`src/rtl/pu_riscv_pc_redirect_arb_if.sv`:
```
// IF-side redirect handshake: the arbiter offers a PC, IF holds it off with if_stall.
interface pu_riscv_pc_redirect_arb_if #(
   parameter int XLEN = 64
);
   logic            redirect_valid;
   logic [XLEN-1:0] redirect_pc;
   logic            redirect_cacheflush;
   logic [1:0]      redirect_src;
   logic            if_stall;

   modport master (
      output redirect_valid, redirect_pc, redirect_cacheflush, redirect_src,
      input  if_stall
   );

   modport slave (
      input  redirect_valid, redirect_pc, redirect_cacheflush, redirect_src,
      output if_stall
   );
endinterface

```
`src/rtl/pu_riscv_pc_redirect_arb.sv`:
```
// Next-PC redirect arbiter: reset/ST/DU/BU sources -> one redirect to IF, then a pipe_flush window.
// Optional per-source accept counters under PU_RISCV_REDIRECT_STATS_EN.
module pu_riscv_pc_redirect_arb #(
   parameter int              XLEN         = 64,
   parameter logic [XLEN-1:0] PC_INIT      = 'h8000_0000,
   parameter int              FLUSH_CYCLES = 2
) (
   input  logic                             rstn,
   input  logic                             clk,
   input  logic                             st_flush,
   input  logic [XLEN-1:0]                  st_nxt_pc,
   input  logic                             du_we_pc,
   input  logic [XLEN-1:0]                  du_dato,
   input  logic                             du_stall,
   input  logic                             bu_flush,
   input  logic [XLEN-1:0]                  bu_nxt_pc,
   input  logic                             bu_cacheflush,
   pu_riscv_pc_redirect_arb_if.master       rif,
   output logic                             pipe_flush,
   output logic                             busy,
   output logic [31:0]                      stat_cnt_st,
   output logic [31:0]                      stat_cnt_du,
   output logic [31:0]                      stat_cnt_bu
);
   localparam int CW = (FLUSH_CYCLES > 1) ? $clog2(FLUSH_CYCLES) : 1;

   localparam logic [1:0] SRC_RST = 2'd0;
   localparam logic [1:0] SRC_ST  = 2'd1;
   localparam logic [1:0] SRC_DU  = 2'd2;
   localparam logic [1:0] SRC_BU  = 2'd3;

   typedef enum logic [1:0] {IDLE, PEND, FLUSH} state_t;

   state_t          state;
   logic            valid_q, cf_q;
   logic [XLEN-1:0] pc_q;
   logic [1:0]      src_q;
   logic [CW-1:0]   cnt;

   logic            bu_ok, req, xfer, take;
   logic [XLEN-1:0] req_pc;
   logic [1:0]      req_src, req_rank, cur_rank;
   logic            req_cf;

   assign xfer = valid_q & ~rif.if_stall;

   always_comb begin
      bu_ok    = bu_flush & ~du_stall & (state != FLUSH);
      req      = st_flush | du_we_pc | bu_ok;
      req_pc   = '0;
      req_src  = SRC_RST;
      req_rank = 2'd0;
      req_cf   = 1'b0;
      if (st_flush) begin
         req_pc   = st_nxt_pc & ~XLEN'(1);
         req_src  = SRC_ST;
         req_rank = 2'd3;
      end else if (du_we_pc) begin
         req_pc   = du_dato & ~XLEN'(1);
         req_src  = SRC_DU;
         req_rank = 2'd2;
      end else if (bu_ok) begin
         req_pc   = bu_nxt_pc & ~XLEN'(1);
         req_src  = SRC_BU;
         req_rank = 2'd1;
         req_cf   = bu_cacheflush;
      end
   end

   // A pending reset vector ranks lowest so any real request may overwrite it.
   always_comb begin
      case (src_q)
         SRC_ST:  cur_rank = 2'd3;
         SRC_DU:  cur_rank = 2'd2;
         SRC_BU:  cur_rank = 2'd1;
         default: cur_rank = 2'd0;
      endcase
   end

   // While holding, only equal/higher priority replaces; on the transfer edge any new request wins.
   always_comb begin
      take = 1'b0;
      if (req) begin
         case (state)
            IDLE, FLUSH: take = 1'b1;
            PEND:        take = xfer | (req_rank >= cur_rank);
            default:     take = 1'b0;
         endcase
      end
   end

   always_ff @(posedge clk or negedge rstn) begin
      if (!rstn) begin
         state      <= PEND;
         valid_q    <= 1'b1;
         pc_q       <= PC_INIT & ~XLEN'(1);
         src_q      <= SRC_RST;
         cf_q       <= 1'b0;
         pipe_flush <= 1'b1;
         busy       <= 1'b1;
         cnt        <= '0;
      end else if (take) begin
         state      <= PEND;
         valid_q    <= 1'b1;
         pc_q       <= req_pc;
         src_q      <= req_src;
         cf_q       <= req_cf;
         pipe_flush <= 1'b1;
         busy       <= 1'b1;
      end else begin
         case (state)
            PEND: if (xfer) begin
               state   <= FLUSH;
               valid_q <= 1'b0;
               cnt     <= CW'(FLUSH_CYCLES - 1);
            end
            FLUSH: if (cnt == '0) begin
               state      <= IDLE;
               pipe_flush <= 1'b0;
               busy       <= 1'b0;
            end else begin
               cnt <= cnt - 1'b1;
            end
            default: ;
         endcase
      end
   end

   assign rif.redirect_valid      = valid_q;
   assign rif.redirect_pc         = pc_q;
   assign rif.redirect_src        = src_q;
   assign rif.redirect_cacheflush = cf_q;

`ifdef PU_RISCV_REDIRECT_STATS_EN
   always_ff @(posedge clk or negedge rstn) begin
      if (!rstn) begin
         stat_cnt_st <= '0;
         stat_cnt_du <= '0;
         stat_cnt_bu <= '0;
      end else if (xfer) begin
         case (src_q)
            SRC_ST:  stat_cnt_st <= stat_cnt_st + 32'd1;
            SRC_DU:  stat_cnt_du <= stat_cnt_du + 32'd1;
            SRC_BU:  stat_cnt_bu <= stat_cnt_bu + 32'd1;
            default: ;
         endcase
      end
   end
`else
   assign stat_cnt_st = '0;
   assign stat_cnt_du = '0;
   assign stat_cnt_bu = '0;
`endif
endmodule
```
`src/flat_wrapper.sv`:
```
// flat-port wrapper written by rule: the top's interface ports become plain ports
module pu_riscv_pc_redirect_arb_flat 
#(
   parameter int              XLEN         = 64,
   parameter logic [XLEN-1:0] PC_INIT      = 'h8000_0000,
   parameter int              FLUSH_CYCLES = 2
)
  (rstn, clk, st_flush, st_nxt_pc, du_we_pc, du_dato, du_stall, bu_flush, bu_nxt_pc, bu_cacheflush, pipe_flush, busy, stat_cnt_st, stat_cnt_du, stat_cnt_bu, rif_redirect_valid, rif_redirect_pc, rif_redirect_cacheflush, rif_redirect_src, rif_if_stall);
  pu_riscv_pc_redirect_arb_if #(.XLEN(XLEN)) rif_i ();
  input  logic rstn;
  input  logic clk;
  input  logic st_flush;
  input  logic [XLEN-1:0] st_nxt_pc;
  input  logic du_we_pc;
  input  logic [XLEN-1:0] du_dato;
  input  logic du_stall;
  input  logic bu_flush;
  input  logic [XLEN-1:0] bu_nxt_pc;
  input  logic bu_cacheflush;
  output logic pipe_flush;
  output logic busy;
  output logic [31:0] stat_cnt_st;
  output logic [31:0] stat_cnt_du;
  output logic [31:0] stat_cnt_bu;
  output wire logic [$bits(rif_i.redirect_valid)-1:0] rif_redirect_valid;
  output wire logic [$bits(rif_i.redirect_pc)-1:0] rif_redirect_pc;
  output wire logic [$bits(rif_i.redirect_cacheflush)-1:0] rif_redirect_cacheflush;
  output wire logic [$bits(rif_i.redirect_src)-1:0] rif_redirect_src;
  input wire logic [$bits(rif_i.if_stall)-1:0] rif_if_stall;
  assign rif_redirect_valid = rif_i.redirect_valid;
  assign rif_redirect_pc = rif_i.redirect_pc;
  assign rif_redirect_cacheflush = rif_i.redirect_cacheflush;
  assign rif_redirect_src = rif_i.redirect_src;
  assign rif_i.if_stall = rif_if_stall;
  pu_riscv_pc_redirect_arb #(.XLEN(XLEN), .PC_INIT(PC_INIT), .FLUSH_CYCLES(FLUSH_CYCLES)) u_core (.rstn(rstn), .clk(clk), .st_flush(st_flush), .st_nxt_pc(st_nxt_pc), .du_we_pc(du_we_pc), .du_dato(du_dato), .du_stall(du_stall), .bu_flush(bu_flush), .bu_nxt_pc(bu_nxt_pc), .bu_cacheflush(bu_cacheflush), .rif(rif_i), .pipe_flush(pipe_flush), .busy(busy), .stat_cnt_st(stat_cnt_st), .stat_cnt_du(stat_cnt_du), .stat_cnt_bu(stat_cnt_bu));
endmodule
```
`config.mk`:
```
export PLATFORM = sky130hd
export DESIGN_NAME = pu_riscv_pc_redirect_arb_flat
export DESIGN_NICKNAME = d
export VERILOG_FILES = /design/src/rtl/pu_riscv_pc_redirect_arb_if.sv /design/src/rtl/pu_riscv_pc_redirect_arb.sv /design/src/flat_wrapper.sv
export SDC_FILE = /design/constraint.sdc
export NUM_CORES = 1
export LEC_CHECK = 0
export BUFFER_PORTS_ARGS = -buffer_cell sky130_fd_sc_hd__buf_2
export CORE_AREA = 4 4 138 140
export CTS_CLUSTER_SIZE = 30
export DETAILED_ROUTE_END_ITERATION = 7
export DIE_AREA = 0 0 142 144
export PLACE_DENSITY_LB_ADDON = 0.3
export SETUP_SLACK_MARGIN = 0.4
export SLEW_MARGIN = 5
export SYNTH_ARGS = -nofsm -noshare
export SYNTH_HDL_FRONTEND = slang
export SYNTH_SLANG_ARGS = --single-unit
```
`constraint.sdc`:
```
create_clock -name clk -period 9.77 [get_ports clk]
set_input_delay 1.4655 -clock clk [delete_from_list [all_inputs] [get_ports clk]]
set_output_delay 1.4655 -clock clk [all_outputs]
set_load 0.02 [all_outputs]
```
==> out/results.ini, run 1 <==
[run_status]
status = complete, no violations

[grt]
grt_max_degree = 88
track_usage_pct = 14.2
grt_overflow = 0
antenna_found_initial = 0
grt_pass1_wl_mm = 22.8
grt_pass1_vias = 4370

[yosys]
synthSimpleGateAreaFrac_pct = 13.1
synth_compound_area_share_pct = 14.8
synth_mux_area_share_pct = 18.0
synth.distinct_cells = 34
async_reset_ff_share_pct = 100
synthTopCellsByCount = buf_4 (98), dfrtp_1 (67), o21ai_0 (66)
yosysTopAreaCell = dfrtp_1
yosysWarnings = 0
syn_avg_cell_area_sq_um = 9.47
ys_seq_area_share_pct = 32.7
yosys.area.top_type_share_pct = 30.7
netlist_area_sq_um = 5450
synth_fa_ha_area_share_pct = 2.06
yosysMostFrequentCell = buf_4
ys.flop_type = dfrtp_1
synth_edf_count = 0
synth_xor_xnor_area_share_pct = 0
synth_seq_cells = 71
ys_top_cells_by_area = dfrtp_1 (31%), mux2_4 (18%), buf_4 (13%), a31oi_1 (7.2%), and2_1 (7.2%)
synthCells = 576
synth_top_family_by_area = buffers and inverters

[power_and_ir_drop]
p_seq_share_pct = 25.5
power_frac_comb_pct = 54.3
p_total_mw = 2.06
p_int_mw = 1.28
p_leak_nw = 3.61
worst_ir_drop_vdd_mv = 0.181
p_sw_share_pct = 37.9
p_sw_uw = 783
p_clk_share_pct = 20.2
power_per_cell_area_nw_per_um2 = 302

[drt]
drt-initial-drc-count = 109
ant_nets = 0
wirelength_mm = 15.8
drt-wirelength-per-cell_microns = 15.2
vias = 4588
drc_errors = 0
first_pass_iters = 4
viasPerCell = 4.39

[clock_network]
worstSkewPairLatency_ns = 0.34
clk_pin_slew_ns = 0.06
cts_tree = built
clkSinkCount = 71
cts_setup_buffers = 0
cts.repair.resized = 0
cts_max_level = 3
cts_buffers = 9
cts.path.max_buffers = 2
hold_buffers = 0
cts-root-buf = clkbuf_16

[die]
fp-row-count = 49
die_area_sq_um = 20400
start_util_pct = 30.6
die_w_microns = 142
die_y_microns = 144
core_area_sq_um = 17800
ios = 366

[cells_and_area]
layout-drive-gt1-share_pct = 44.0
area_delta_synth_final_pct = 25.2
n_antenna_cell = 0
fill_cells = 1868
finalNetCount = 1020

[worst_setup_path]
endpoint_kind = flop
cp.required_ns = 9.98
crit_slowest_cell = buf_4
cp-start-kind = input pin
crit_chain = buf_2, nor3b_2, buf_4, a21oi_1, ha_1, nand2b_4, a311o_1, o21a_4, buf_4, mux2_4
critPathMaxFanout = 66
critical_path_class = in2reg
startpoint = du_stall
reg2reg_from = u_core.state[0]
arrival_ns = 4.83
cp_slowest_stage_delay_ns = 0.77
cpMostUsedCell = buf_4

[placed_design]
place_congestion = 0.760
portBuffers = 265
place_worst_setup_slack_ns = 4.80
hpwl_mm = 11.4

[timing]
min_period_ns = 4.62
finalCritPeriodShare_pct = 47.2
max_freq_ghz = 0.217
rsz0062_at_grt = no
fin_ws_ns = 5.15
slew_headroom_pct = 33.7
tightest_slew_ns = 0.995
hold_viol = 0
setup_viol = 0
report.final.slew_viol_count = 0
setup_tns_ns = 0
fin_skew_ns = 0.00684

[hold_path]
hp-class = reg2reg
hp-start = u_core.rif.redirect_valid

[job]
cap_viol_max_count = 0

## metal layers
metal / track usage, % / vias up / wire (microns)
met1: 16.6 / 2085 / 6220
met2: 25.4 / 236 / 7960
met5: 0 / - / 0
li1: - / 2248 / -
met3: 3.08 / 19 / 1350
met4: 5.66 / 0 / 316
## power by group through the flow
stage | clock network [mW] | registers, mW | logic (mW)
detailed placement | 0 | 0.528 | 1.13
finish | 0.417 | 0.526 | 1.12
floorplan | 0 | 0.686 | 0.810
CTS | 0.432 | 0.528 | 1.14
global route | 0.443 | 0.546 | 1.19
global placement | 0 | 0.528 | 1.12
## worst max-delay path, delay by kind of cell
family,cells,cell delay (ns)
buffers and inverters,3,1.52
muxes,1,0.35
and+or+nand+nor,2,0.25
adders and majority gates,1,0.32
AOI/OAI and AO/OA,3,0.86
## per-stage QoR
step | area (sq um) | instances | util, % | hold WS (ns)
floorplan | 5810 | 672 | - | 0.515
global placement | 6450 | 1029 | 36.2 | 0.481
detailed placement | 6450 | 1029 | 36.2 | 0.488
CTS | 6830 | 1045 | 38.3 | 0.500
global route | 6830 | 1045 | 38.3 | 0.515
finish | 6830 | 1045 | 38.3 | 0.491
## layout make-up
cell class / count / area [sq um] / share of cell area (%)
timing repair buffer: 269 / 1360 / 19.9
multi-input combinational: 452 / 2990 / 43.8
clock inverter: 5 / 128 / 1.87
clock buffer: 11 / 253 / 3.70
inverter: 8 / 30.0 / 0.440
sequential: 71 / 1780 / 26.1
tap: 229 / 287 / 4.19
## flip-flops by register name, indices dropped and copies added, names as in the netlist
| name | cells |
|---|---|
| u_core.pipe_flush | 1 |
| u_core.state | 2 |
| u_core.cnt | 1 |
| u_core.rif.redirect_valid | 1 |
| u_core.rif.redirect_src | 2 |
| u_core.rif.redirect_cacheflush | 1 |
| u_core.rif.redirect_pc | 63 |
## worst paths after layout
path,slack (ns),cells after the start,endpoint
worst max register to register,5.45,11,u_core.rif.redirect_pc[39]
min in group asynchronous,1.26,1,u_core.rif.redirect_pc[43]
worst min register to register,0.49,2,u_core.rif.redirect_valid
worst min-delay path,0.49,2,u_core.rif.redirect_valid
max in group asynchronous,7.92,1,u_core.rif.redirect_src[1]
worst max-delay path,5.15,10,u_core.rif.redirect_pc[39]
## kinds of logic after synthesis
| family | after synthesis |
|---|---|
| other cells | 1 |
| simple gates | 139 |
| mux | 66 |
| fa+ha+maj | 9 |
| flops | 71 |
| compound gates | 141 |
| buf+inv | 149 |
## cells in the final DEF (no fill, tap or decap), types with 3 or more instances in the layout
cell,count
o21ai_0,66
buf_4,6
a31oi_1,63
clkbuf_16,9
nor2_1,3
bufinv_16,4
dfrtp_1,67
conb_1,97
dfstp_2,4
buf_2,263
mux2_4,64
and2_1,63
inv_1,7
a21oi_1,5
nand2_1,64
ha_1,9
(Power assumes the default switching activity.)
==> run 2: changes to the inputs <==
==> constraint.sdc (replaced) <==
create_clock -name clk -period 4.3 [get_ports clk]
set_input_delay 0.645 -clock clk [delete_from_list [all_inputs] [get_ports clk]]
set_output_delay 0.645 -clock clk [all_outputs]
set_load 0.02 [all_outputs]
==> out/results.ini, run 2 (same netlist as run 1, synthesis figures left out) <==
[run_status]
status = complete, no violations

[cells_and_area]
final_common_cell = buf_2
area_delta_synth_final_pct = 24.8
finalNetCount = 1021  ; +0.098%
n_antenna_cell = 0  ; unchanged
fill_cells = 1852  ; -0.86%
layout-drive-gt1-share_pct = 43.9  ; -0.054 points
largest_reg_flops = 63  ; unchanged
multiInputGateArea_sq_um = 2990  ; unchanged
final_cell_mix = buf_2 (263), conb_1 (97), dfrtp_1 (67), o21ai_0 (66)
regArea_sq_um = 1780  ; unchanged

[placed_design]
place_congestion = 0.735  ; -3.3%
portBuffers = 265  ; unchanged
hpwl_mm = 11.6  ; +1.2%

[drt]
first_pass_iters = 4  ; unchanged
viasPerCell = 4.42  ; +0.78%
vias = 4628  ; +0.87%
drt-initial-drc-count = 128  ; +17%
drt-wirelength-per-cell_microns = 15.1  ; -0.30%
wirelength_mm = 15.8  ; -0.20%
drc_errors = 0  ; unchanged
ant_nets = 0  ; unchanged

[timing]
report.final.slew_viol_count = 0  ; unchanged
hold_viol = 0  ; unchanged
rsz0062_at_grt = no
slew_headroom_pct = 37.6  ; +3.9 points
min_period_ns = 3.22
hold_ws_ns = 0.404  ; -0.0865 ns
finalCritPeriodShare_pct = 74.8
setup_viol = 0  ; unchanged
tightest_slew_ns = 0.936  ; -0.0584 ns
max_freq_ghz = 0.311
fin_skew_ns = 0.00541  ; -0.00143 ns
setup_tns_ns = 0  ; unchanged

[worst_setup_path]
cp-start-kind = flop
reg2regPathDepth = 10  ; -1
cp.required_ns = 4.51  ; -5.47 ns
critPathMaxFanout = 43  ; -35%
endpoint_kind = flop
critical_path_class = reg2reg
arrival_ns = 3.43  ; -1.40 ns

[power_and_ir_drop]
worst_ir_drop_vdd_mv = 0.401  ; +120%
power_per_cell_area_nw_per_um2 = 673  ; +120%
p_leak_nw = 3.60  ; -0.20%

[grt]
grt_pass1_wl_mm = 22.8  ; +0.22%
grt_overflow = 0  ; unchanged
grt_pass1_vias = 4427  ; +1.3%
track_usage_pct = 14.3  ; +0.10 points
grt_max_degree = 91  ; +3.4%
antenna_found_initial = 0  ; unchanged

[clock_network]
cts-root-buf = clkbuf_16
clk_pin_slew_ns = 0.06  ; about the same
worstSkewPairLatency_ns = 0.33  ; about the same
cts_setup_buffers = 0  ; unchanged
clkSinkCount = 71  ; unchanged
cts.repair.resized = 0  ; unchanged
cts_buffers = 9  ; unchanged
cts_max_level = 3  ; unchanged
hold_buffers = 0  ; unchanged
cts_tree = built
cts.path.max_buffers = 2  ; unchanged

[job]
cap_viol_max_count = 0  ; unchanged

[die]
die_area_sq_um = 20400  ; unchanged
start_util_pct = 30.6  ; unchanged
die_y_microns = 144  ; unchanged
die_w_microns = 142  ; unchanged
core_area_sq_um = 17800  ; unchanged
fp-row-count = 49  ; unchanged
ios = 366  ; unchanged

[hold_path]
hp-class = in2async

run 2: cell types whose count changed in the layout (fill, tap and decap cells not counted):
cell        delta
buf_12         +1
bufinv_16      -2
clkinv_2       +1
clkbuf_8       +1
clkinvlp_4     -1
clkbuf_1       +1
run 2: per-layer routing:
metal | GRT usage (%) | vias to the layer above | wire length, microns
met5 | 0 | - | 0
met4 | 6.57 | 0 | 470
met3 | 3.21 | 26 | 1290
met2 | 24.8 | 224 | 7680
met1 | 17.0 | 2128 | 6380
li1 | - | 2250 | -
run 2: metrics by stage:
stage	power (mW)	utilization (%)	cell area [sq um]	instances	setup slack, ns
6_report	4.58	38.1	6810	1046	1.08
5_1_grt	4.87	38.1	6810	1046	0.879
4_1_cts	4.66	38.1	6810	1046	1.03
3_5_place_dp	3.80	36.3	6470	1030	0.939
3_3_place_gp	3.76	36.3	6470	1030	0.974
2_1_floorplan	3.40	-	5810	672	1.05
run 2: power breakdown:
| part | total (mW) | switching, mW | internal, mW |
|---|---|---|---|
| combinational | 2.55 | 1.30 | 1.25 |
| clock | 0.828 | 0.274 | 0.554 |
| sequential | 1.20 | 0.186 | 1.01 |
| total | 4.58 | 1.76 | 2.82 |
run 2: worst paths after layout:
path	start	to	slack, ns
max in group asynchronous	rstn	u_core.rif.redirect_pc[41]	3.22
min in group clk	u_core.rif.redirect_valid	u_core.rif.redirect_valid	0.50
worst min register to register	u_core.rif.redirect_valid	u_core.rif.redirect_valid	0.50
worst max-delay path	u_core.state[0]	u_core.rif.redirect_pc[45]	1.08
worst max register to register	u_core.state[0]	u_core.rif.redirect_pc[45]	1.08
worst min-delay path	rstn	u_core.rif.redirect_pc[40]	0.40
run 2: critical path, cell delays in order (launching register included):
cell and delay, ns:
dfstp_2 0.54, inv_1 0.07, ha_1 0.28, nor3b_2 0.23
a21oi_1 0.11, ha_1 0.29, nand2b_4 0.11, a311o_1 0.20
o21a_4 0.50, buf_12 0.37, mux2_4 0.33
run 2: layout make-up:
class,count,share of cell area [%]
Multi-Input combinational cell,452,43.9
Sequential cell,71,26.2
Timing Repair Buffer,270,20.3
Tap cell,229,4.21
Clock buffer,13,3.97
Clock inverter,3,0.956
Inverter,8,0.441
==> run 3: changes to the inputs <==
--- a/config.mk
+++ b/config.mk
@@ -5,11 +5,12 @@
 export SDC_FILE = /design/constraint.sdc
 export NUM_CORES = 1
 export LEC_CHECK = 0
+export ABC_AREA = 1
 export BUFFER_PORTS_ARGS = -buffer_cell sky130_fd_sc_hd__buf_2
-export CORE_AREA = 4 4 138 140
+export CORE_AREA = 4 4 141 143
 export CTS_CLUSTER_SIZE = 30
 export DETAILED_ROUTE_END_ITERATION = 7
-export DIE_AREA = 0 0 142 144
+export DIE_AREA = 0 0 145 147
 export PLACE_DENSITY_LB_ADDON = 0.3
 export SETUP_SLACK_MARGIN = 0.4
 export SLEW_MARGIN = 5
==> constraint.sdc (replaced) <==
create_clock -name clk -period 3.2 [get_ports clk]
set_input_delay 0.48 -clock clk [delete_from_list [all_inputs] [get_ports clk]]
set_output_delay 0.48 -clock clk [all_outputs]
set_load 0.02 [all_outputs]
==> out/results.ini, run 3 <==
[run_status]
status = complete, no violations

[cells_and_area]
largest_reg_flops = 63  ; unchanged
final_cell_mix = buf_2 (264), nand2_1 (209), o21ai_0 (97), conb_1 (97), dfrtp_1 (67)
fill_cells = 2004  ; +8.2%
post-route-util_pct = 34.1  ; -4.1 points
layout-drive-gt1-share_pct = 34.4  ; -9.5 points
n_antenna_cell = 0  ; unchanged
final_common_cell = buf_2
area_delta_synth_final_pct = 33.1
finalNetCount = 1111  ; +8.8%

[yosys]
synthCells = 652  ; +13%
yosysWarnings = 0  ; unchanged
syn_avg_cell_area_sq_um = 7.30  ; -23%
synthTopCellsByCount = nand2_1 (211), buf_4 (102), o21ai_0 (101)
yosysMostFrequentCell = nand2_1
ys_seq_area_share_pct = 37.4  ; +4.8 points
netlist_area_sq_um = 4760  ; -13%
async_reset_ff_share_pct = 100  ; unchanged
ys_top_cells_by_area = dfrtp_1 (35%), nand2_1 (17%), buf_4 (16%), o21ai_0 (11%), a21oi_1 (6.7%)
synth_edf_count = 0  ; unchanged
synth.distinct_cells = 23  ; -32%
ys.flop_type = dfrtp_1
synth_seq_cells = 71  ; unchanged
yosys.area.top_type_share_pct = 35.2  ; +4.5 points
yosysTopAreaCell = dfrtp_1

[worst_setup_path]
arrival_ns = 2.80  ; -0.63 ns
critical_path_class = reg2reg
crit_chain = inv_1, ha_1, nor2_1, nand2_2, o21ai_1, inv_1, ha_1, inv_1, nand2_1, nand2_1, nand2_1, nand2_1, nand2_4, nand2_8, clkbuf_16, nand2_1, o21ai_0
crit_slowest_cell = dfstp_2
cpMostUsedCell = nand2_1
path_delay_family = simple AND/OR/NAND/NOR gates
endpoint_kind = flop
critPathMaxFanout = 22  ; -49%
cp-start-kind = flop
worst-path-buf-inv = 4  ; +2
cp.required_ns = 3.41  ; -1.10 ns
cp_slowest_stage_delay_ns = 0.56  ; +0.02 ns

[drt]
wirelength_mm = 15.7  ; -1.0%
vias = 4784  ; +3.4%
drt-wirelength-per-cell_microns = 13.7  ; -9.3%
drt-initial-drc-count = 182  ; +42%
first_pass_iters = 4  ; unchanged
drc_errors = 0  ; unchanged
viasPerCell = 4.19  ; -5.2%
ant_nets = 0  ; unchanged

[power_and_ir_drop]
p_sw_share_pct = 45.3  ; +6.8 points
worst_ir_drop_vdd_mv = 0.288  ; -28%
p_total_mw = 5.69  ; +24%
power_frac_comb_pct = 54.5  ; -1.2 points
power_per_cell_area_nw_per_um2 = 899  ; +34%
p_int_mw = 3.11  ; +10%
p_clk_share_pct = 17.3  ; -0.8 points
p_leak_nw = 3.37  ; -6.4%
p_sw_mw = 2.58  ; +46%
p_seq_share_pct = 28.3  ; +2.1 points

[die]
die_w_microns = 145  ; +2.1%
die_area_sq_um = 21300  ; +4.2%
die_y_microns = 147  ; +2.1%
core_area_sq_um = 18600  ; +4.1%
fp-row-count = 50  ; +2.0%
ios = 366  ; unchanged
start_util_pct = 25.6  ; -5.0 points

[clock_network]
cts-root-buf = clkbuf_16
cts_max_level = 3  ; unchanged
clkSinkCount = 71  ; unchanged
hold_buffers = 0  ; unchanged
cts.path.max_buffers = 2  ; unchanged
cts_buffers = 9  ; unchanged
clk_pin_slew_ns = 0.06  ; about the same
cts_tree = built
worstSkewPairLatency_ns = 0.33  ; about the same

[placed_design]
hpwl_mm = 11.5  ; -0.42%
portBuffers = 265  ; unchanged
place_congestion = 0.790  ; +7.4%

[grt]
grt_overflow = 0  ; unchanged
antenna_found_initial = 0  ; unchanged
track_usage_pct = 13.1  ; -1.2 points
grt_max_degree = 72  ; -21%
grt_pass1_wl_mm = 22.8  ; about the same
grt_pass1_vias = 4495  ; +1.5%

[timing]
hold_viol = 0  ; unchanged
report.final.slew_viol_count = 0  ; unchanged
rsz0062_at_grt = yes
max_freq_ghz = 0.386  ; +24%
tightest_slew_ns = 0.912  ; -0.0242 ns
finalCritPeriodShare_pct = 81.0  ; +6.2 points
setup_viol = 0  ; unchanged
setup_tns_ns = 0  ; unchanged
slew_headroom_pct = 39.2  ; +1.6 points
fin_skew_ns = 0.0102  ; +0.00476 ns
min_period_ns = 2.59  ; -0.624 ns

[hold_path]
hp-class = in2async

[job]
cap_viol_max_count = 0  ; unchanged

[run 3: cell types whose count changed after synthesis, moves of 4 or more]
cell,before,now
a21oi_1,5,64
mux2_4,64,0
a31oi_1,63,0
o21ai_0,66,101
buf_2,9,16
buf_4,98,102
buf_12,6,0
inv_1,8,12
clkbuf_1,25,12
nand2_1,64,211
o21ai_1,0,28
and2_1,63,0
[run 3: timing repair]
item                                    4_1_cts  5_1_grt
gates resized for setup                       0       10
buffers inserted                              0        2
endpoints found under the setup margin        0       59
[run 3: power by group through the flow]
stage               clock [mW]  combinational (mW)  sequential (mW)
floorplan                    0                1.43             2.13
global placement             0                2.72             1.60
detailed placement           0                2.74             1.62
CTS                       1.03                2.74             1.62
global route              1.07                3.43             1.67
finish                   0.983                3.10             1.61
[run 3: cell type report]
| cell class | instances | area, sq um | share of cell area (%) |
|---|---|---|---|
| multi-input cells | 527 | 2380 | 37.5 |
| flip-flops and latches | 71 | 1780 | 28.1 |
| repair buffers | 281 | 1550 | 24.4 |
| well taps | 234 | 293 | 4.62 |
| clock buffers | 10 | 229 | 3.62 |
| clock inverters | 6 | 62.6 | 0.988 |
| inverters | 12 | 45.0 | 0.711 |
[run 3: worst paths after layout]
path | depth (start not counted) | slack [ns] | end | start
min reg2reg | 2 | 0.48 | u_core.rif.redirect_pc[46] | u_core.rif.redirect_pc[46]
max in group asynchronous | 1 | 2.33 | u_core.rif.redirect_pc[51] | rstn
max | 17 | 0.61 | u_core.rif.redirect_pc[23] | u_core.state[0]
max reg2reg | 17 | 0.61 | u_core.rif.redirect_pc[23] | u_core.state[0]
min | 1 | 0.28 | u_core.state[1] | rstn
min in group clk | 3 | 0.42 | u_core.rif.redirect_pc[59] | st_nxt_pc[59]
[run 3: logic make-up after synthesis]
group / after synthesis / synth area share [%]
simple gates: 221 / 17.8
compound gates: 198 / 21.2
buf+inv: 152 / 21.1
flops: 71 / 37.4
fa+ha+maj: 9 / 2.37
other cells: 1 / 0.0788
[run 3: metal layers]
metal / vias up / global-route usage, % / share of wire, %
met2: 208 / 23.2 / 50
met1: 2124 / 15.7 / 42
met5: - / 0 / 0
met3: 17 / 2.75 / 6.6
li1: 2435 / - / -
met4: 0 / 4.99 / 1.6
[run 3: per-stage QoR]
stage | std cells | cell area (sq um) | setup slack, ns | hold WS, ns
3_5_place_dp | 1118 | 5890 | 0.460 | 0.468
3_3_place_gp | 1118 | 5890 | 0.484 | 0.463
5_1_grt | 1141 | 6330 | 0.367 | 0.365
2_1_floorplan | 748 | 5120 | 0.724 | 0.184
6_report | 1141 | 6330 | 0.609 | 0.283
4_1_cts | 1134 | 6190 | 0.462 | 0.313
